===== config.mk =====
export PLATFORM = sky130hd
export DESIGN_NAME = seq_gen_serial_flat
export DESIGN_NICKNAME = d
export VERILOG_FILES = /design/src/rtl/seq_gen_serial_if.sv /design/src/rtl/seq_gen_serial.sv /design/src/flat_wrapper.sv
export SDC_FILE = /design/constraint.sdc
export NUM_CORES = 1
export LEC_CHECK = 0
export CORE_AREA = 2 2 66 68
export CTS_BUF_LIST = sky130_fd_sc_hd__clkbuf_2
export DETAILED_ROUTE_END_ITERATION = 10
export DIE_AREA = 0 0 68 70
export PLACE_DENSITY = 0.63
export SYNTH_ARGS = -nofsm -noshare
export SYNTH_HDL_FRONTEND = slang
export SYNTH_SLANG_ARGS = --single-unit

===== constraint.sdc =====
create_clock -name i_clk -period 2.5 [get_ports i_clk]
set_input_delay 0.625 -clock i_clk [delete_from_list [all_inputs] [get_ports i_clk]]
set_output_delay 0.625 -clock i_clk [all_outputs]
set_load 0.02 [all_outputs]

===== src/rtl/seq_gen_serial_if.sv =====
// Handshake and serial-output bundle for seq_gen_serial.
interface seq_gen_serial_if #(
  parameter int WIDTH = 4,
  parameter int REP_W = 4,
  parameter int GAP_W = 4
);
  logic             i_start;
  logic             o_ready;
  logic [WIDTH-1:0] i_pattern;
  logic [REP_W-1:0] i_repeat;
  logic [GAP_W-1:0] i_gap;
  logic             i_abort;
  logic             o_seq;
  logic             o_seq_valid;
  logic             o_busy;
  logic             o_done;

  modport master (
    output i_start, i_pattern, i_repeat, i_gap, i_abort,
    input  o_ready, o_seq, o_seq_valid, o_busy, o_done
  );

  modport slave (
    input  i_start, i_pattern, i_repeat, i_gap, i_abort,
    output o_ready, o_seq, o_seq_valid, o_busy, o_done
  );
endinterface


===== src/rtl/seq_gen_serial.sv =====
// Serial pattern transmitter: shifts a captured WIDTH-bit pattern out MSB-first,
// repeating it i_repeat+1 times with i_gap idle cycles between frames.
module seq_gen_serial #(
  parameter int WIDTH = 4,
  parameter int REP_W = 4,
  parameter int GAP_W = 4
) (
  input  logic             i_clk,
  input  logic             i_rst,
  seq_gen_serial_if.slave  bus
);
  localparam int CW = $clog2(WIDTH);
  localparam logic [CW-1:0] LAST_BIT = CW'(WIDTH - 1);

  typedef enum logic [1:0] {S_IDLE, S_SHIFT, S_GAP, S_DONE} state_t;

  state_t           state_q, state_d;
  logic [WIDTH-1:0] shreg_q, shreg_d;
  logic [WIDTH-1:0] pat_q, pat_d;
  logic [CW-1:0]    bit_q, bit_d;
  logic [REP_W-1:0] frame_q, frame_d;
  logic [GAP_W-1:0] gap_len_q, gap_len_d;
  logic [GAP_W-1:0] gap_q, gap_d;
  logic             seq_q, seq_d;
  logic             vld_q, vld_d;
  logic             done_q, done_d;
  logic             reload;

  always_comb begin
    state_d   = state_q;
    shreg_d   = shreg_q;
    pat_d     = pat_q;
    bit_d     = bit_q;
    frame_d   = frame_q;
    gap_len_d = gap_len_q;
    gap_d     = gap_q;
    seq_d     = 1'b0;
    vld_d     = 1'b0;
    done_d    = 1'b0;
    reload    = 1'b0;
    case (state_q)
      S_IDLE: begin
        if (bus.i_start && !bus.i_abort) begin
          pat_d     = bus.i_pattern;
          frame_d   = bus.i_repeat;
          gap_len_d = bus.i_gap;
          seq_d     = bus.i_pattern[WIDTH-1];
          vld_d     = 1'b1;
          shreg_d   = {bus.i_pattern[WIDTH-2:0], 1'b0};
          bit_d     = LAST_BIT;
          state_d   = S_SHIFT;
        end
      end
      S_SHIFT: begin
        if (bus.i_abort) begin
          state_d = S_IDLE;
        end else if (bit_q != '0) begin
          seq_d   = shreg_q[WIDTH-1];
          vld_d   = 1'b1;
          shreg_d = {shreg_q[WIDTH-2:0], 1'b0};
          bit_d   = bit_q - CW'(1);
        end else if (frame_q != '0) begin
          frame_d = frame_q - REP_W'(1);
          if (gap_len_q != '0) begin
            // Counter is preloaded to gap-1 so the full GAP_W range never wraps.
            state_d = S_GAP;
            gap_d   = gap_len_q - GAP_W'(1);
          end else begin
            reload = 1'b1;
          end
        end else begin
          state_d = S_DONE;
          done_d  = 1'b1;
        end
      end
      S_GAP: begin
        if (bus.i_abort)      state_d = S_IDLE;
        else if (gap_q == '0) reload  = 1'b1;
        else                  gap_d   = gap_q - GAP_W'(1);
      end
      S_DONE: state_d = S_IDLE;
      default: state_d = S_IDLE;
    endcase

    // Next frame starts from the captured copy, never from live inputs.
    if (reload) begin
      seq_d   = pat_q[WIDTH-1];
      vld_d   = 1'b1;
      shreg_d = {pat_q[WIDTH-2:0], 1'b0};
      bit_d   = LAST_BIT;
      state_d = S_SHIFT;
    end
  end

  always_ff @(posedge i_clk or posedge i_rst) begin
    if (i_rst) begin
      state_q   <= S_IDLE;
      shreg_q   <= '0;
      pat_q     <= '0;
      bit_q     <= '0;
      frame_q   <= '0;
      gap_len_q <= '0;
      gap_q     <= '0;
      seq_q     <= 1'b0;
      vld_q     <= 1'b0;
      done_q    <= 1'b0;
    end else begin
      state_q   <= state_d;
      shreg_q   <= shreg_d;
      pat_q     <= pat_d;
      bit_q     <= bit_d;
      frame_q   <= frame_d;
      gap_len_q <= gap_len_d;
      gap_q     <= gap_d;
      seq_q     <= seq_d;
      vld_q     <= vld_d;
      done_q    <= done_d;
    end
  end

  assign bus.o_ready     = (state_q == S_IDLE);
  assign bus.o_busy      = (state_q != S_IDLE);
  assign bus.o_seq       = seq_q;
  assign bus.o_seq_valid = vld_q;
  assign bus.o_done      = done_q;
endmodule


===== src/flat_wrapper.sv =====
// flat-port wrapper written by rule: the top's interface ports become plain ports
module seq_gen_serial_flat 
#(
  parameter int WIDTH = 4,
  parameter int REP_W = 4,
  parameter int GAP_W = 4
)
  (i_clk, i_rst, bus_i_start, bus_i_pattern, bus_i_repeat, bus_i_gap, bus_i_abort, bus_o_ready, bus_o_seq, bus_o_seq_valid, bus_o_busy, bus_o_done);
  seq_gen_serial_if #(.WIDTH(WIDTH), .REP_W(REP_W), .GAP_W(GAP_W)) bus_i ();
  input  logic i_clk;
  input  logic i_rst;
  input wire logic [$bits(bus_i.i_start)-1:0] bus_i_start;
  input wire logic [$bits(bus_i.i_pattern)-1:0] bus_i_pattern;
  input wire logic [$bits(bus_i.i_repeat)-1:0] bus_i_repeat;
  input wire logic [$bits(bus_i.i_gap)-1:0] bus_i_gap;
  input wire logic [$bits(bus_i.i_abort)-1:0] bus_i_abort;
  output wire logic [$bits(bus_i.o_ready)-1:0] bus_o_ready;
  output wire logic [$bits(bus_i.o_seq)-1:0] bus_o_seq;
  output wire logic [$bits(bus_i.o_seq_valid)-1:0] bus_o_seq_valid;
  output wire logic [$bits(bus_i.o_busy)-1:0] bus_o_busy;
  output wire logic [$bits(bus_i.o_done)-1:0] bus_o_done;
  assign bus_i.i_start = bus_i_start;
  assign bus_i.i_pattern = bus_i_pattern;
  assign bus_i.i_repeat = bus_i_repeat;
  assign bus_i.i_gap = bus_i_gap;
  assign bus_i.i_abort = bus_i_abort;
  assign bus_o_ready = bus_i.o_ready;
  assign bus_o_seq = bus_i.o_seq;
  assign bus_o_seq_valid = bus_i.o_seq_valid;
  assign bus_o_busy = bus_i.o_busy;
  assign bus_o_done = bus_i.o_done;
  seq_gen_serial #(.WIDTH(WIDTH), .REP_W(REP_W), .GAP_W(GAP_W)) u_core (.i_clk(i_clk), .i_rst(i_rst), .bus(bus_i));
endmodule

==> metrics, run 1 <==
outcome=finished, final reports clean; share of post-route cells with drive strength above 1=18.7%; clk root buf=clkbuf_2; Main synth FF type=dfrtp_1; Initial DRT Pass Iterations=4; Synth Cell Area=0.00159 mm^2; Worst R2R Path Depth=7; setup violators final=0; final worst slack=201 ps; post-synthesis sequential area ratio=41.0%; leading area contributor after synthesis=dfrtp_1; clock power share=13.1%; maximum VDD drop=0.440 mV; Mapped Cells=161; top post-synthesis cells by area=dfrtp_1 (41%), ha_1 (6.3%), mux2_2 (5.7%), inv_1 (4.5%), mux2i_1 (3.8%); count leader, synth=dfrtp_1; hold path cells=2; Synth Warn #=0; IO Pins=21; CTS tree=done; library cells used by synthesis=48; first-pass GRT wire length=5810 um; M2 GR Usage=approximately 24%; worst hold start=u_core.pat_q[3]; CP required=between 2000 and 3000 ps; number of diodes=0; Pint=roughly 1300 uW; Seq cells post-synth=26; synth cell count leaders=dfrtp_1 (26), inv_1 (19), nand2_1 (10), nor2_1 (10); Post-synth EDFFs=0; CTS H-Tree Depth=1; IO buf count=20; Clk Latency, worst-skew pair=370 ps; Static Leak=0.000860 uW; Core Rows=24; power per cell area=1090 mW/mm^2; total of max-cap violations=0; total CTS buffers=3; Max Freq=435 MHz; starting density of the core=38.3%; critical path launch point=u_core.state_q[1]; core area=0.00414 mm^2; RePlAce Congestion=0.908; Setup Skew=17.2 ps; RSZ-0062 raised after global routing=false; syn_nets=around 190; via count=approximately 1300; final hold violation count=0; post-route antenna net violation count=0; Worst-Margin Slew=roughly 630 ps; CP Capture Type=register; Hold WC Path Type=register to register; sequential share of power=35.4%; CP arrival=between 2000 and 3000 ps; Sw Ratio=40.0%; syn_area_per_cell=9.85 um^2; drt total wl=around 3400 um; TNS Setup=0 ps; largest net degree at the start of global routing=27; overall die area=0.00476 mm^2; Crit Path Class=register to register; overflow left after global routing=0; R2R Path End=u_core.gap_q[3]; Reg clk slew, reported paths=between 200 and 300 ps; minimum clock period=2300 ps; met1 Use GR=20.6%; DRC Markers=0; Hold Crit Endpoint=u_core.pat_q[3]; Register Area=between 600 and 700 um^2; Max clock buf depth=2; area grow syn2layout=21.7%; R2R setup slack=between 200 and 250 ps; area of the multi-input gates=between 800 and 900 um^2; Final nets=about 210; Worst setup SP type=register; wire length per cell=14.1 um; Synth top area share=41.0%; Most Crowded Layer GR=met2; Comb power frac=between 50% and 60%; Setup WS pre-CTS=50.2 ps; HPWL after DPL=between 2000 and 3000 um; Max-slew headroom=roughly 58%; Reg-to-Reg Start=u_core.state_q[1]; fillcell total=391; die extent in y=70 um; initial antenna violation count=0; vias per cell=5.31; Die Wd=68 um; worst-path maximum fanout=12; final core utilization=46.6%; asr flop ratio synth=100%; gr usage total=15.6%; NetSw=between 800 and 900 uW; Final Max Slew Viols=0; CTS Sinks=26; met3 Use GR=3.38%; number of global-route vias before repair=1333; Final Cycle Share=around nine tenths; DRT iter0 DRCs=96
routing by layer:
layer	vias to the layer above	share of wire, %
met3	8	3.4
met5	-	0
met4	0	1.7
li1	621	-
met1	613	46
met2	28	49
cell type report:
type	instances	share of cell area, %
Multi-Input combinational cell	110	43.1
Timing Repair Buffer	28	13.7
Clock inverter	1	1.56
Inverter	19	3.70
Tap cell	52	3.37
Clock buffer	3	0.778
Sequential cell	26	33.7
power by group through the flow:
stage | registers (uW) | logic [uW] | clock network [uW]
after floorplan | 733 | 782 | 0
after global placement | 749 | 1020 | 0
after detailed placement | 760 | 1050 | 0
after CTS | 743 | 1090 | 279
after global routing | 771 | 1210 | 299
final | 743 | 1080 | 274
flip-flops by register name, indices dropped and copies added, names as in the netlist:
signal,count
u_core.bit_q,2
u_core.bus.o_done,1
u_core.bus.o_seq,1
u_core.bus.o_seq_valid,1
u_core.frame_q,4
u_core.gap_len_q,4
u_core.gap_q,4
u_core.pat_q,4
u_core.shreg_q,3
u_core.state_q,2
cell usage in the layout (no fill, tap or decap), types with 2 or more instances in the layout:
| master | synthesis | layout |
|---|---|---|
| a31oi_1 | 2 | 2 |
| dfrtp_1 | 26 | 26 |
| a21oi_1 | 8 | 8 |
| inv_1 | 19 | 19 |
| o21ai_0 | 7 | 7 |
| or2_2 | 2 | 2 |
| nor3_1 | 3 | 3 |
| o211ai_1 | 3 | 3 |
| nand2_1 | 10 | 10 |
| buf_4 | 0 | 8 |
| mux2i_1 | 6 | 6 |
| clkdlybuf4s50_1 | 0 | 18 |
| o31ai_1 | 2 | 2 |
| ha_1 | 8 | 8 |
| nor2_1 | 10 | 10 |
| dlymetal6s2s_1 | 0 | 2 |
| o32a_1 | 3 | 3 |
| clkbuf_2 | 0 | 3 |
| mux2_2 | 8 | 8 |
| nand3_1 | 3 | 3 |
| nor2b_1 | 3 | 3 |
| o221ai_1 | 2 | 2 |
| nor3_2 | 2 | 2 |
| and2_1 | 3 | 3 |
through the flow:
step	cell area, um^2	hold slack, ps	power, uW	cells
finish	1930	535	2100	239
global route	1930	550	2280	239
CTS	1920	540	2110	239
detailed placement	1860	491	1810	233
global placement	1860	472	1770	233
floorplan	1590	451	1510	161
worst max-delay path, stage by stage, from the launching register on:
cell     delay, ps
dfrtp_1        450
buf_4          130
ha_1           410
mux2i_1        340
nand4_1        220
or3b_1         420
a31oi_1        180
a21oi_1         50
timing repair:
item / in CTS / in global routing
gates resized for setup: 0 / 2
endpoints found under the setup margin: 1 / 2
setup buffers: 2 / 0
hold buffers: 0 / 0
worst max path at each step:
| stage | slack [ps] | endpoint |
|---|---|---|
| 2_1_floorplan | 550 | u_core.gap_q[3] |
| 3_3_place_gp | 120 | u_core.shreg_q[3] |
| 3_5_place_dp | 50 | u_core.shreg_q[3] |
| 4_1_cts | 10 | bus_o_busy |
| 5_1_grt | 20 | u_core.gap_q[3] |
| 6_report | 200 | u_core.gap_q[3] |
cells by family after synthesis:
family	count (synthesis)	synth area share [%]
AOI/OAI and AO/OA	38	17.7
xor gates and xnor gates	1	0.553
adders and majority gates	8	6.31
buffers and inverters	25	6.47
DFF	26	41.0
muxes	15	10.2
and+or+nand+nor	48	17.8
Note: power is estimated with default switching activity, not from simulation.
==> run 2: changes to the inputs <==
--- a/config.mk
+++ b/config.mk
@@ -5,11 +5,14 @@
 export SDC_FILE = /design/constraint.sdc
 export NUM_CORES = 1
 export LEC_CHECK = 0
+export CELL_PAD_IN_SITES_DETAIL_PLACEMENT = 1
+export CELL_PAD_IN_SITES_GLOBAL_PLACEMENT = 1
 export CORE_AREA = 2 2 66 68
 export CTS_BUF_LIST = sky130_fd_sc_hd__clkbuf_2
+export CTS_CLUSTER_SIZE = 25
 export DETAILED_ROUTE_END_ITERATION = 10
 export DIE_AREA = 0 0 68 70
-export PLACE_DENSITY = 0.63
+export PLACE_DENSITY = 0.77
 export SYNTH_ARGS = -nofsm -noshare
 export SYNTH_HDL_FRONTEND = slang
 export SYNTH_SLANG_ARGS = --single-unit
==> metrics, run 2 (same netlist as run 1, synthesis figures left out) <==
outcome=finished, final reports clean (unchanged); Setup WS pre-CTS=-1.31 ps (was 50.2 ps); largest net degree at the start of global routing=27 (unchanged); Most Crowded Layer GR=met2 (unchanged); CTS H-Tree Depth=1 (unchanged); share of post-route cells with drive strength above 1=18.3% (was 18.7%); Max clock buf depth=2 (unchanged); Final nets=211 (was 212); power per cell area=1110 mW/mm^2 (was 1090 mW/mm^2); die extent in y=70 um (unchanged); setup violators final=0 (unchanged); worst stage delay on the critical path=640 ps (was 450 ps); Worst setup SP type=register (unchanged); number of global-route vias before repair=1440 (was 1333); IO buf count=20 (unchanged); vias per cell=5.43 (was 5.31); minimum clock period=2280 ps (was 2300 ps); Max Freq=439 MHz (was 435 MHz); Reg clk slew, reported paths=280 ps (was 270 ps); total of max-cap violations=0 (unchanged); Clk Latency, worst-skew pair=380 ps (was 370 ps); Die Wd=68 um (unchanged); CP required=2780 ps (was 2770 ps); clk root buf=clkbuf_2 (unchanged); DRC Markers=0 (unchanged); post-route antenna net violation count=0 (unchanged); Initial DRT Pass Iterations=4 (unchanged); drt total wl=3910 um (was 3370 um); Final Max Slew Viols=0 (unchanged); Worst-Margin Slew=726 ps (was 629 ps); total CTS buffers=3 (unchanged); DRT iter0 DRCs=67 (was 96); first-pass GRT wire length=6670 um (was 5810 um); met1 Use GR=22.7% (was 20.6%); starting density of the core=38.3% (unchanged); gr usage total=18.5% (was 15.6%); wire length per cell=16.4 um (was 14.1 um); final worst slack=221 ps (was 201 ps); Core Rows=24 (unchanged); worst path cell trace=inv_1 -> ha_1 -> and2_1 -> a31oi_2 -> mux2i_1 -> o22ai_1 (was buf_4 -> ha_1 -> mux2i_1 -> nand4_1 -> or3b_1 -> a31oi_1 -> a21oi_1); Hold WC Path Type=register to register (unchanged); slowest CP cell=a31oi_2 (was dfrtp_1); commonest non-fill, non-tap cell in the layout=dfrtp_1 (unchanged); Overall Power=2140 uW (was 2100 uW); CTS Sinks=26 (unchanged); RePlAce Congestion=0.799 (was 0.908); CP Capture Type=register (unchanged); overflow left after global routing=0 (unchanged); M2 GR Usage=33.0% (was 24.4%); Hold Buf Count CTS=0 (unchanged); maximum VDD drop=0.401 mV (was 0.440 mV); worst-path maximum fanout=13 (was 12); Crit Path Class=register to register (unchanged); final hold violation count=0 (unchanged); Final Cycle Share=91.2% (was 92.0%); HPWL after DPL=3010 um (was 2520 um); number of diodes=0 (unchanged); met3 Use GR=2.90% (was 3.38%); Static Leak=0.000856 uW (was 0.000860 uW); most frequent cells in the layout=dfrtp_1 (26), inv_1 (19), clkdlybuf4s50_1 (18), nand2_1 (10), nor2_1 (10) (unchanged); IO Pins=21 (unchanged); core area=0.00414 mm^2 (unchanged); final core utilization=46.4% (was 46.6%); Setup Skew=23.4 ps (was 17.2 ps); initial antenna violation count=0 (unchanged); CTS tree=done (unchanged); RSZ-0062 raised after global routing=false (unchanged); overall die area=0.00476 mm^2 (unchanged); area grow syn2layout=21.2% (was 21.7%); Max-slew headroom=51.5% (was 58.0%); CP arrival=2560 ps (was 2570 ps); via count=1292 (was 1270)
-- run 2: cell types whose count changed in the layout (fill, tap and decap cells not counted), sizes merged --
cell,delta
buf,-1
-- run 2: timing repair --
item / 4_1_cts / 5_1_grt
gates resized for setup: 0 / 2
endpoints found under the setup margin: 2 / 2
buffers inserted: 1 / 0
-- run 2: per-stage QoR --
step,instances,hold WS [ps],TNS (ps),cell area [um^2]
final,238,529,0,1920
after global routing,238,540,0,1920
after CTS,238,535,0,1920
after detailed placement,233,479,-1.31,1860
after global placement,233,468,0,1860
after floorplan,161,451,0,1590
-- run 2: layout make-up --
type	instances	area, um^2
clock buffers	3	15.0
clock inverters	1	30.0
fillers	489	2220
inverters	19	71.3
multi-input cells	110	832
flip-flops and latches	26	651
well taps	52	65.1
repair buffers	27	258
-- run 2: path summary, 6_finish.rpt --
path,from,end,slack (ps),cells after the start
max,u_core.state_q[0],u_core.shreg_q[2],220,6
min,u_core.frame_q[0],u_core.frame_q[0],530,1
max reg2reg,u_core.state_q[0],u_core.shreg_q[2],220,6
min reg2reg,u_core.frame_q[0],u_core.frame_q[0],530,1
max in group asynchronous,i_rst,u_core.frame_q[1],1680,3
min in group asynchronous,i_rst,u_core.gap_len_q[1],550,3
-- run 2: power breakdown --
group          switching, uW  total (uW)  leakage, uW  internal [uW]
Combinational            596        1110     0.000519            513
Sequential               146         755     0.000310            608
Clock                    137         274    0.0000266            138
Total                    879        2140     0.000856           1260
-- run 2: critical path, delay by kind of cell (launching register included) --
kind,cells,cell delay [ps]
compound gates,2,770
flops,1,410
fa+ha+maj,1,360
mux,1,310
simple gates,1,270
buf+inv,1,60
-- run 2: per-layer routing --
| layer | up-vias | part of all wire [%] | wire (um) |
|---|---|---|---|
| li1 | 617 | - | - |
| met1 | 653 | 43 | 1670 |
| met2 | 18 | 54 | 2110 |
| met3 | 4 | 2.4 | 94 |
| met4 | 0 | 0.74 | 29 |
| met5 | - | 0 | 0 |
